$ cat config.mk
export PLATFORM = sky130hd
export DESIGN_NAME = regfile_32x32
export DESIGN_NICKNAME = d
export VERILOG_FILES = /design/src/rtl/regfile_32x32.sv
export SDC_FILE = /design/constraint.sdc
export NUM_CORES = 2
export LEC_CHECK = 0
export CORE_MARGIN = 3
export CORE_UTILIZATION = 45
export DETAILED_ROUTE_END_ITERATION = 16
export GPL_TIMING_DRIVEN = 0
export PLACE_DENSITY_LB_ADDON = 0.05
export SYNTH_ARGS = -nofsm -noshare
export SYNTH_HDL_FRONTEND = slang
export SYNTH_SLANG_ARGS = --single-unit
$ cat constraint.sdc
create_clock -name clk -period 4.7 [get_ports clk]
set_input_delay 0.705 -clock clk [delete_from_list [all_inputs] [get_ports clk]]
set_output_delay 0.705 -clock clk [all_outputs]
set_load 0.02 [all_outputs]
$ cat src/rtl/regfile_32x32.sv
// 32-entry register file: one write port, two combinational read ports with
// write-before-read bypass, optional hardwired-zero register 0, and a write acknowledge.
module regfile_32x32 #(
  parameter int WIDTH   = 32,
  parameter bit R0_ZERO = 1'b1
) (
  input  logic             clk,
  input  logic             rst_n,
  input  logic             we,
  input  logic [0:4]       waddr,
  input  logic [0:WIDTH-1] wdata,
  input  logic [0:4]       raddr_a,
  input  logic [0:4]       raddr_b,
  output logic [0:WIDTH-1] rdata_a,
  output logic [0:WIDTH-1] rdata_b,
  output logic             wr_ack
);

  // Interface contract: no handshake. A write with we=1 commits on the rising
  // clk edge, unless it targets a hardwired-zero r0. wr_ack is high for the one
  // cycle that follows each committed write.

  logic [0:WIDTH-1] mem_q [32];
  logic [0:WIDTH-1] mem_d [32];
  logic             wr_ack_q;
  logic             wr_ack_d;
  logic             wr_en;

  // A discarded r0 write never reaches storage, so mem_q[0] stays zero from reset.
  always_comb begin
    wr_en = we && !(R0_ZERO && (waddr == 5'd0));
  end

  always_comb begin
    for (int i = 0; i < 32; i++) begin
      mem_d[i] = (wr_en && (waddr == 5'(i))) ? wdata : mem_q[i];
    end
    wr_ack_d = wr_en;
  end

  always_ff @(posedge clk or negedge rst_n) begin
    if (!rst_n) begin
      for (int i = 0; i < 32; i++) begin
        mem_q[i] <= '0;
      end
      wr_ack_q <= 1'b0;
    end else begin
      for (int i = 0; i < 32; i++) begin
        mem_q[i] <= mem_d[i];
      end
      wr_ack_q <= wr_ack_d;
    end
  end

  // Reads are forced to zero while reset is held, and bypass is suppressed as well.
  always_comb begin
    rdata_a = '0;
    if (rst_n) begin
      if (wr_en && (waddr == raddr_a)) rdata_a = wdata;
      else                             rdata_a = mem_q[raddr_a];
    end
  end

  always_comb begin
    rdata_b = '0;
    if (rst_n) begin
      if (wr_en && (waddr == raddr_b)) rdata_b = wdata;
      else                             rdata_b = mem_q[raddr_b];
    end
  end

  assign wr_ack = wr_ack_q;

endmodule
==> metrics.txt <==
# TYPE chip_impl_metric gauge
chip_impl_info{name="hold_path.class",value="in2async"} 1
chip_impl_info{name="synth_top_cells_by_count",value="1025 x sky130_fd_sc_hd__dfrtp_1, 988 x sky130_fd_sc_hd__mux2_2, 484 x sky130_fd_sc_hd__mux2i_1"} 1
chip_impl_metric{name="postSynthNetCount",unit=""} 4236
chip_impl_metric{name="hpwl",unit="um"} 201500
chip_impl_info{name="timing.critical_path.to",value="rdata_b[9]"} 1
chip_impl_metric{name="dpl_cell_area",unit="um2"} 60350
chip_impl_metric{name="num_rows",unit=""} 129
chip_impl_metric{name="fp.dieH",unit="um"} 361.1
chip_impl_metric{name="synth_seq_cells",unit=""} 1025
chip_impl_metric{name="wl_per_cell",unit="um"} 51.38
chip_impl_metric{name="clkTransAtPathRegs",unit="ps"} 60
chip_impl_metric{name="antenna_violations_before_repair",unit=""} 38
chip_impl_metric{name="grt_start_max_net_pins",unit=""} 143
chip_impl_metric{name="worst-slew-pin-transition",unit="ps"} 1663
chip_impl_metric{name="finalMaxSlewViolations",unit=""} 284
chip_impl_info{name="cts_tree",value="built"} 1
chip_impl_metric{name="synth_area",unit="um2"} 56750
chip_impl_metric{name="static-leakage-power",unit="nW"} 28.55
chip_impl_metric{name="detail-route-antenna-nets",unit=""} 0
chip_impl_metric{name="asyncSetResetFlopFracSynth",unit=""} 1.000
chip_impl_metric{name="final.setup.tns",unit="ps"} -1962
chip_impl_metric{name="yosys.cell_types.count",unit=""} 61
chip_impl_metric{name="syn_to_final_growth",unit="%"} 14.82
chip_impl_metric{name="drive_above_1_share",unit=""} 0.3992
chip_impl_metric{name="cts_buffer_depth",unit=""} 3
chip_impl_info{name="worst-setup-path-type",value="in2out"} 1
chip_impl_metric{name="floorplan.io_pins",unit=""} 115
chip_impl_info{name="synth_most_common_cell",value="sky130_fd_sc_hd__dfrtp_1"} 1
chip_impl_metric{name="final-hold-violation-count",unit=""} 0
chip_impl_metric{name="worstPathRequired",unit="ps"} 3990
chip_impl_metric{name="clock_sinks",unit=""} 1025
chip_impl_info{name="regToRegStartpoint",value="mem_q[274]"} 1
chip_impl_metric{name="hold_slack",unit="ps"} 27.18
chip_impl_info{name="synth.top_cells.by_area",value="sky130_fd_sc_hd__dfrtp_1 45%, sky130_fd_sc_hd__mux2_2 20%, sky130_fd_sc_hd__mux4_2 10%"} 1
chip_impl_metric{name="grt_util_met2",unit=""} 0.6240
chip_impl_metric{name="reg2regPathDepth",unit=""} 1
chip_impl_metric{name="route.vias.total",unit=""} 46615
chip_impl_info{name="cts_root_buf",value="sky130_fd_sc_hd__clkbuf_16"} 1
chip_impl_metric{name="max-vdd-ir-drop",unit="uV"} 317.4
chip_impl_metric{name="ff_latch_area",unit="um2"} 25650
chip_impl_metric{name="dr.pass1.iters",unit=""} 9
chip_impl_info{name="result_of_the_run",value="finished, violations left"} 1
chip_impl_metric{name="drt-vias-per-instance",unit=""} 7.531
chip_impl_metric{name="synth_largest_type_area_fraction",unit=""} 0.4520
chip_impl_info{name="violations",value="max-capacitance violations, max-slew violations, negative setup slack"} 1
chip_impl_metric{name="max-slew-margin-rel",unit=""} -0.1085
chip_impl_metric{name="cp_max_fo",unit=""} 10
chip_impl_metric{name="setup.reg_to_reg.worst_slack",unit="ps"} 3850
chip_impl_metric{name="powerDensity",unit="nW/um2"} 426.3
chip_impl_metric{name="final_net_count",unit=""} 4484
chip_impl_metric{name="synthCells",unit=""} 4186
chip_impl_metric{name="fillers",unit=""} 10859
chip_impl_metric{name="ratio_of_final_minimum_period_to_clock_period",unit=""} 1.033
chip_impl_metric{name="timing.final.ws_setup",unit="ps"} -157.4
chip_impl_metric{name="final.min_clock_period",unit="ps"} 4857
chip_impl_metric{name="synth_warn",unit=""} 0
chip_impl_metric{name="grt.overflow.total",unit=""} 0
chip_impl_metric{name="drc",unit=""} 0
chip_impl_metric{name="first_global_vias",unit=""} 43450
chip_impl_info{name="most_utilized_layer_in_the_global_route_result",value="met2"} 1
chip_impl_info{name="synth_flop_cell",value="sky130_fd_sc_hd__dfrtp_1"} 1
chip_impl_metric{name="drt_iter0_drc",unit=""} 7810
chip_impl_info{name="synth_largest_area_cell",value="sky130_fd_sc_hd__dfrtp_1"} 1
chip_impl_metric{name="multi_input_area",unit="um2"} 28690
chip_impl_info{name="timing.critical_path.to_type",value="output port"} 1
chip_impl_metric{name="insertion_delay",unit="ps"} 790
chip_impl_info{name="setup.worst_path.start",value="raddr_b[2]"} 1
chip_impl_metric{name="timing.fmax",unit="MHz"} 205.9
chip_impl_metric{name="postSynthAreaPerCell",unit="um2"} 13.56
chip_impl_metric{name="clock-skew-final",unit="ps"} 0
chip_impl_metric{name="gr-usage-met3",unit=""} 0.2356
chip_impl_metric{name="grt_pass1_wl",unit="um"} 413100
chip_impl_metric{name="total_cts_buffers",unit=""} 117
chip_impl_metric{name="postLayoutCellArea",unit="um2"} 65160
chip_impl_metric{name="cap_violations",unit=""} 27
chip_impl_metric{name="gr-usage-all-layers",unit=""} 0.4793
chip_impl_metric{name="postRouteWirelength",unit="um"} 318000
chip_impl_metric{name="die_w",unit="um"} 361.1
chip_impl_metric{name="core-area",unit="um2"} 124400
chip_impl_metric{name="die_area",unit="um2"} 130400
chip_impl_metric{name="synth_enable_flop_cells",unit=""} 0
chip_impl_info{name="reg_to_reg_critical_path_endpoint",value="mem_q[274]"} 1
chip_impl_metric{name="setup_violators_final",unit=""} 34
chip_impl_metric{name="arrival",unit="ps"} 4150
chip_impl_metric{name="initial_cell_density_of_the_core",unit=""} 0.4560
chip_impl_metric{name="fin_util",unit=""} 0.5236
chip_impl_metric{name="placement.io_buffers",unit=""} 104
chip_impl_metric{name="global_route.usage.met1",unit=""} 0.6066
chip_impl_metric{name="place.gp.congestion",unit=""} 1.052
chip_impl_metric{name="htree_levels",unit=""} 3
chip_impl_metric{name="synth-seq-area-share",unit=""} 0.4520
chip_impl_info{name="worst_setup_path_start_kind",value="primary input"} 1
==> worst max-delay path, stage by stage <==
cell and delay, ps:
sky130_fd_sc_hd__clkbuf_2 240, sky130_fd_sc_hd__and2_1 220, sky130_fd_sc_hd__buf_2 340, sky130_fd_sc_hd__clkbuf_1 1120, sky130_fd_sc_hd__a221oi_1 300, sky130_fd_sc_hd__a21oi_1 280, sky130_fd_sc_hd__o22a_1 240, sky130_fd_sc_hd__a21oi_1 110
sky130_fd_sc_hd__clkdlybuf4s50_1 570
==> placed cells by master (no fill, tap or decap), types with 91 or more instances in the layout <==
cell	instances
sky130_fd_sc_hd__a221oi_1	187
sky130_fd_sc_hd__mux2i_1	484
sky130_fd_sc_hd__nor2_1	95
sky130_fd_sc_hd__clkbuf_1	201
sky130_fd_sc_hd__dfrtp_1	1025
sky130_fd_sc_hd__clkdlybuf4s50_1	91
sky130_fd_sc_hd__mux2_2	988
sky130_fd_sc_hd__clkbuf_16	117
sky130_fd_sc_hd__o21ai_0	95
sky130_fd_sc_hd__mux4_2	255
==> routing by layer <==
layer | share of wire | routed length, um
met1 | 0.37 | 117000
met2 | 0.38 | 121900
met3 | 0.15 | 48010
met4 | 0.097 | 30800
met5 | 0.0012 | 376
==> area by class of cell <==
cell class / instances / share of cell area
multi-input cells: 2672 / 0.4403
flip-flops and latches: 1025 / 0.3937
clock buffers: 172 / 0.05210
plain buffers: 480 / 0.04922
well taps: 1637 / 0.03143
repair buffers: 130 / 0.02496
clock inverters: 40 / 0.006817
diodes: 26 / 0.0009985
inverters: 8 / 0.0005185
==> how the worst min path moves through the flow <==
stage | start | endpoint | depth (start not counted)
2_1_floorplan | rst_n | mem_q[0] | 0
3_3_place_gp | mem_q[1012] | mem_q[1012] | 1
3_5_place_dp | mem_q[1012] | mem_q[1012] | 1
4_1_cts | rst_n | mem_q[870] | 2
5_1_grt | rst_n | mem_q[870] | 2
6_report | rst_n | mem_q[772] | 2
==> through the flow <==
step           worst slack (ps)  total power (W)  std cells
2_1_floorplan              1436          0.01550       4186
3_3_place_gp             -46680          0.01784       5927
3_5_place_dp              -2309          0.01793       5946
4_1_cts                  0.3100          0.02737       6165
5_1_grt                  -1.490          0.02842       6167
6_report                 -157.4          0.02778       6190
==> kinds of logic (layout without fill, tap and decap cells) <==
group                     Yosys count  after routing  synth area share
AOI/OAI and AO/OA                 636            636           0.08572
xor gates and xnor gates           10             10          0.001543
buffers and inverters             489            830           0.04884
DFF                              1025           1025            0.4520
muxes                            1740           1740            0.3876
other                               0             26                 0
and+or+nand+nor                   286            286           0.02434
==> power breakdown <==
part | internal (W) | total (W) | switching (W)
Clock | 0.00536 | 0.00952 | 0.00416
Sequential | 0.0105 | 0.0118 | 0.00129
Combinational | 0.00310 | 0.00646 | 0.00336
Total | 0.0190 | 0.0278 | 0.00880
==> state kept, by name (all words and copies together), names as in the netlist <==
| signal | flops |
|---|---|
| wr_ack | 1 |
| mem_q | 1024 |
==> repair_timing <==
item	4_1_cts	5_1_grt
resized for setup	179	81
hold endpoints to repair	108	0
hold buffers	2	0
setup endpoints to repair	64	48
cloned	3	0
pin swaps	2	5
setup buffers	2	0
No activity file was read; power rests on OpenSTA's default activity.
